===== src/rtl/instruction_fetch_unit.sv =====
// Fetch stage: owns the PC, issues in-order word fetches against a credit limit,
// buffers responses with their PCs, and hands them to decode over valid/ready.
module instruction_fetch_unit #(
  parameter logic [31:0] RESET_PC   = 32'h0000_0000,
  parameter int          FIFO_DEPTH = 4
) (
  input  logic        i_Clk,
  input  logic        i_Rst_n,
  output logic        o_IMemReq,
  output logic [31:0] o_IMemAddr,
  input  logic        i_IMemGnt,
  input  logic        i_IMemRValid,
  input  logic [31:0] i_IMemRData,
  input  logic        i_Redirect,
  input  logic [31:0] i_RedirectPc,
  output logic        o_InstrValid,
  input  logic        i_InstrReady,
  output logic [31:0] o_Instruction,
  output logic [31:0] o_InstrPc
);

  localparam int PTR_W = $clog2(FIFO_DEPTH);
  localparam int CNT_W = PTR_W + 1;
  localparam logic [31:0]      NOP     = 32'h0000_0013;
  localparam logic [CNT_W-1:0] DEPTH_C = CNT_W'(FIFO_DEPTH);

  typedef enum logic {FETCH, FLUSH} state_e;

  state_e           state_q, state_d;
  logic [31:0]      fetch_pc_q, fetch_pc_d;
  logic [CNT_W-1:0] outstanding_q, outstanding_d;
  logic [CNT_W-1:0] drop_q, drop_d;
  logic [CNT_W-1:0] count_q, count_d;
  logic [PTR_W-1:0] rd_ptr_q, rd_ptr_d, wr_ptr_q, wr_ptr_d;
  logic [PTR_W-1:0] tag_rd_q, tag_rd_d, tag_wr_q, tag_wr_d;

  logic [31:0] fifo_pc_q    [FIFO_DEPTH];
  logic [31:0] fifo_instr_q [FIFO_DEPTH];
  logic [31:0] tag_pc_q     [FIFO_DEPTH];

  logic [CNT_W:0] credits_used;
  logic           req, gnt, rsp, push, pop, instr_valid;

  always_comb begin
    // Credits count both in-flight requests and buffered entries, so every
    // response is guaranteed a FIFO slot without a same-cycle pop bypass.
    credits_used = {1'b0, outstanding_q} + {1'b0, count_q};
    req          = i_Rst_n && (state_q == FETCH) && !i_Redirect
                   && (credits_used < {1'b0, DEPTH_C});
    gnt          = req && i_IMemGnt;
    rsp          = i_IMemRValid && (outstanding_q != '0);
    push         = rsp && (state_q == FETCH) && (drop_q == '0) && !i_Redirect;
    instr_valid  = (count_q != '0) && !i_Redirect;
    pop          = instr_valid && i_InstrReady;

    o_IMemReq     = req;
    o_IMemAddr    = fetch_pc_q;
    o_InstrValid  = instr_valid;
    o_Instruction = instr_valid ? fifo_instr_q[rd_ptr_q] : NOP;
    o_InstrPc     = instr_valid ? fifo_pc_q[rd_ptr_q] : 32'h0;

    state_d       = state_q;
    fetch_pc_d    = fetch_pc_q;
    drop_d        = drop_q;
    rd_ptr_d      = rd_ptr_q;
    wr_ptr_d      = wr_ptr_q;
    tag_rd_d      = tag_rd_q;
    tag_wr_d      = tag_wr_q;
    outstanding_d = outstanding_q + CNT_W'(gnt) - CNT_W'(rsp);
    count_d       = count_q + CNT_W'(push) - CNT_W'(pop);

    if (gnt) begin
      fetch_pc_d = fetch_pc_q + 32'd4;
      tag_wr_d   = tag_wr_q + PTR_W'(1);
    end
    if (rsp && (drop_q != '0)) drop_d = drop_q - CNT_W'(1);
    if (push) begin
      wr_ptr_d = wr_ptr_q + PTR_W'(1);
      tag_rd_d = tag_rd_q + PTR_W'(1);
    end
    if (pop) rd_ptr_d = rd_ptr_q + PTR_W'(1);

    if ((state_q == FLUSH) && (drop_d == '0)) state_d = FETCH;

    // Redirect never coincides with a grant, so outstanding_d is exactly the
    // number of stale responses still to come back and be discarded.
    if (i_Redirect) begin
      fetch_pc_d = i_RedirectPc & ~32'h3;
      count_d    = '0;
      rd_ptr_d   = '0;
      wr_ptr_d   = '0;
      tag_rd_d   = '0;
      tag_wr_d   = '0;
      drop_d     = outstanding_d;
      state_d    = (outstanding_d != '0) ? FLUSH : FETCH;
    end
  end

  always_ff @(posedge i_Clk or negedge i_Rst_n) begin
    if (!i_Rst_n) begin
      state_q       <= FETCH;
      fetch_pc_q    <= RESET_PC;
      outstanding_q <= '0;
      drop_q        <= '0;
      count_q       <= '0;
      rd_ptr_q      <= '0;
      wr_ptr_q      <= '0;
      tag_rd_q      <= '0;
      tag_wr_q      <= '0;
    end else begin
      state_q       <= state_d;
      fetch_pc_q    <= fetch_pc_d;
      outstanding_q <= outstanding_d;
      drop_q        <= drop_d;
      count_q       <= count_d;
      rd_ptr_q      <= rd_ptr_d;
      wr_ptr_q      <= wr_ptr_d;
      tag_rd_q      <= tag_rd_d;
      tag_wr_q      <= tag_wr_d;
    end
  end

  // Storage arrays carry no reset; occupancy is tracked by the counters above.
  always_ff @(posedge i_Clk) begin
    if (gnt) tag_pc_q[tag_wr_q] <= fetch_pc_q;
    if (push) begin
      fifo_pc_q[wr_ptr_q]    <= tag_pc_q[tag_rd_q];
      fifo_instr_q[wr_ptr_q] <= i_IMemRData;
    end
  end

endmodule


===== config.mk =====
export PLATFORM = sky130hd
export DESIGN_NAME = instruction_fetch_unit
export DESIGN_NICKNAME = d
export VERILOG_FILES = /design/src/rtl/instruction_fetch_unit.sv
export SDC_FILE = /design/constraint.sdc
export NUM_CORES = 1
export LEC_CHECK = 0
export ABC_AREA = 1
export CELL_PAD_IN_SITES_DETAIL_PLACEMENT = 1
export CELL_PAD_IN_SITES_GLOBAL_PLACEMENT = 1
export CORE_MARGIN = 1
export CORE_UTILIZATION = 46
export DETAILED_ROUTE_END_ITERATION = 10
export PLACE_DENSITY_LB_ADDON = 0.08
export RECOVER_POWER = 25
export SYNTH_ARGS = -nofsm -noshare
export SYNTH_HDL_FRONTEND = slang
export SYNTH_SLANG_ARGS = --single-unit

===== constraint.sdc =====
create_clock -name i_Clk -period 5.9 [get_ports i_Clk]
set_input_delay 1.18 -clock i_Clk [delete_from_list [all_inputs] [get_ports i_Clk]]
set_output_delay 1.18 -clock i_Clk [all_outputs]
set_load 0.01 [all_outputs]

==> summary.txt <==
Run status
  – Status: finished with violations
  – Failing checks: capacitance limit, slew limit

CTS
  – Clock-pin slew on the worst setup and hold paths: around 60 ps
  – Clock Tree Root: clkbuf_16
  – Resized cells post-CTS: 0
  – CTS tree: yes
  – TritonCTS Buffers: 43
  – Postcts setup bufs: 0
  – CTS H-Tree Depth: 2
  – Clock Latency Late Sink: 550 ps
  – Cts hold-fix bufs: 0
  – Maximum clock path buffer count: 3
  – CTS Sinks: about 420

Detailed routing
  – DRC errors left: 0
  – Total wire length: between 40000 and 50000 um
  – Starting DRT DRC Count: 480
  – Vias/cell: 5.28
  – Pre-antenna DRT Iters: 4
  – Final ANT Viol Nets: 0
  – Wire per inst: 19.3 um
  – Routed vias: around 12000

Synthesis
  – Post-Syn Area: ~17000 um2
  – Synth Register Bits: ~420
  – Syn Inst Count: ~1600
  – Syn. warnings: 0
  – Post-synth cell types: 37
  – Sequential share of the synthesized area: 0.702
  – Syn avg cell area: 11.2 um2

Timing
  – Min Clock Period, post-route: around 4900 ps
  – Fin Setup TNS: 0 ps
  – Final Setup Violations: 0
  – Crit share post-route: 0.832
  – Slew Viols, Final: slightly below 50
  – Clock skew: 16.2 ps
  – RSZ-0062 raised after global routing: false
  – FMAX: 204 MHz
  – Final Hold Viols: 0
  – Slew headroom: -0.866
  – Actual slew at the worst max-slew pin: between 2000 and 3000 ps

Floorplan
  – Core Box Area: ~37000 um2
  – Top Ports: roughly 170
  – Die H: roughly 200 um
  – Die area: a little under 40000 um2
  – Initial Util: 0.472
  – # rows: 70
  – Die span in x: approximately 200 um

Critical path
  – WP data arrival: 3730 ps
  – Worst path required time: 4720 ps
  – Crit Path Category: flip-flop to output pin
  – Startpoint types: flip-flop
  – Critical Path End Type: output pin
  – Max FO, Critical Path: 56

Global route
  – Vias in the first global route: approximately 13000
  – Initial antenna violation count: 3
  – GR Overflow Total: 0
  – GRT Total Usage: 0.227
  – Largest net degree at the start of global routing: between 70 and 80
  – Global-route wire length before repair: about 68000 um

Place
  – HPWL Detailed: roughly 26000 um
  – Placed cells: 2170
  – Port bufs: about 160
  – Placer Congestion: approximately 0.76

Power and ir drop
  – Sequential power share: 0.470
  – Switching power: slightly above 2 mW
  – Combinational fraction of design power: 0.168
  – Total power: ~7.4 mW
  – Power per cell area: roughly 350 nW/um2
  – Max IR drop VDD: between 0.15 and 0.2 mV
  – Clock group share of total power: 0.362
  – Int Power: around 5.4 mW
  – Sw Ratio: 0.274
  – LEAKAGE: roughly 7.5 nW

Finish
  – Area grow syn2layout: 19.8%
  – Fillers: 3907
  – Most frequent cells in the layout: edfxtp_1 (368), nor2_1 (355), nand2_1 (204)
  – Commonest non-fill, non-tap cell in the layout: edfxtp_1
  – Share of layout cells above drive strength 1: 0.0741
  – Fin cells: 2248
  – Fin nets: 1800

Hold path
  – Type of the most critical hold path: flip-flop to flip-flop

Flow run
  – Max cap viols: 1
## area by class of cell
cell class	instances	area (um2)	area share
repair buffers	181	1750	0.0837
well taps	504	631	0.0301
diodes	2	5.00	0.000239
clock buffers	49	1140	0.0545
clock inverters	27	256	0.0123
inverters	85	322	0.0154
flip-flops and latches	416	12300	0.586
multi-input cells	984	4560	0.218
## layer usage
| layer | share of wire | track usage | up-vias |
|---|---|---|---|
| met5 | 0.00037 | 0 | - |
| met4 | 0.016 | 0.0551 | 2 |
| met3 | 0.039 | 0.0346 | 52 |
| met2 | 0.50 | 0.401 | 230 |
| met1 | 0.44 | 0.294 | 5914 |
| li1 | - | - | 5671 |
## flip-flops by register name (all words and copies together) (netlist names), 3 cells and up
signal         count
fifo_instr_q     128
fifo_pc_q        120
tag_pc_q         120
o_IMemAddr        30
count_q            3
drop_q             3
outstanding_q      3
## worst paths after layout
| kind | startpoint | to | slack [ps] | depth (start not counted) |
|---|---|---|---|---|
| worst max-delay path | rd_ptr_q[0]$_DFFE_PN0P_ | o_Instruction[0] | 990 | 7 |
| worst min-delay path | wr_ptr_q[0]$_DFFE_PN0P_ | wr_ptr_q[0]$_DFFE_PN0P_ | 560 | 1 |
| worst max register to register | drop_q[0]$_DFF_PN0_ | fifo_instr_q[0][13]$_DFFE_PP_ | 2880 | 8 |
| worst min register to register | wr_ptr_q[0]$_DFFE_PN0P_ | wr_ptr_q[0]$_DFFE_PN0P_ | 560 | 1 |
| max in group asynchronous | i_Rst_n | rd_ptr_q[0]$_DFFE_PN0P_ | 2270 | 2 |
| min in group asynchronous | i_Rst_n | state_q$_DFFE_PN0P_ | 1660 | 2 |
## critical path, stage by stage (launching register included)
cell and delay (ps):
dfrtp_4 830, clkinv_2 730, buf_4 490, nor2_1 130, nor2_1 60, o21ai_0 130, o311ai_0 200, clkdlybuf4s50_1 570
## power by group through the flow
| stage | sequential [mW] | clock [mW] | combinational, mW |
|---|---|---|---|
| after floorplan | 3.45 | 0 | 0.752 |
| final | 3.47 | 2.68 | 1.24 |
| after global placement | 3.52 | 0 | 1.21 |
| after CTS | 3.47 | 2.73 | 1.26 |
| after global routing | 3.49 | 2.81 | 1.39 |
| after detailed placement | 3.53 | 0 | 1.25 |
## cell families (layout without fill, tap and decap cells)
logic type | after synthesis | after routing | share of synthesized area
buffers and inverters | 167 | 342 | 0.0402
adders and majority gates | 19 | 19 | 0.0145
AOI/OAI and AO/OA | 297 | 297 | 0.0889
xor gates and xnor gates | 11 | 11 | 0.00552
DFF | 416 | 416 | 0.702
other | 1 | 6 | 0.000215
and+or+nand+nor | 653 | 653 | 0.149
## cell usage after synthesis
cell type / number / area [um2]
conb_1: 1 / 3.75
buf_1: 2 / 7.51
or2_1: 1 / 6.26
a21oi_1: 62 / 310
o311ai_1: 1 / 8.76
buf_4: 8 / 60.1
o21ai_0: 188 / 941
nor2_2: 12 / 75.1
nand2_1: 204 / 766
a21oi_2: 1 / 8.76
nor2_1: 363 / 1360
o311ai_0: 2 / 17.5
nor3_2: 1 / 10.0
inv_1: 71 / 267
o211ai_1: 2 / 15.0
edfxtp_1: 368 / 11100
buf_2: 23 / 115
o21ai_1: 8 / 40.0
xor2_1: 5 / 43.8
nand3_2: 2 / 20.0
nand2_2: 3 / 18.8
ha_1: 17 / 213
clkbuf_1: 47 / 176
buf_6: 2 / 22.5
clkinv_1: 1 / 3.75
inv_2: 12 / 45.0
fa_1: 2 / 40.0
nand3_1: 60 / 300
o22ai_1: 30 / 188
o21bai_1: 2 / 15.0
dfrtp_1: 48 / 1200
or2_2: 1 / 6.26
o21a_1: 1 / 7.51
clkinv_2: 1 / 5.00
nand4_1: 5 / 31.3
xnor2_1: 6 / 52.6
nor3_1: 1 / 5.00
## per-stage QoR
| step | util | hold slack [ps] | cell area, um2 | worst slack [ps] |
|---|---|---|---|---|
| CTS | 0.566 | 566 | 20900 | 893 |
| detailed placement | 0.528 | 558 | 19500 | 977 |
| finish | 0.566 | 563 | 20900 | 989 |
| global placement | 0.528 | 527 | 19500 | 943 |
| floorplan | - | 500 | 17500 | 1170 |
| global route | 0.566 | 596 | 20900 | 690 |
(Power assumes the default switching activity.)
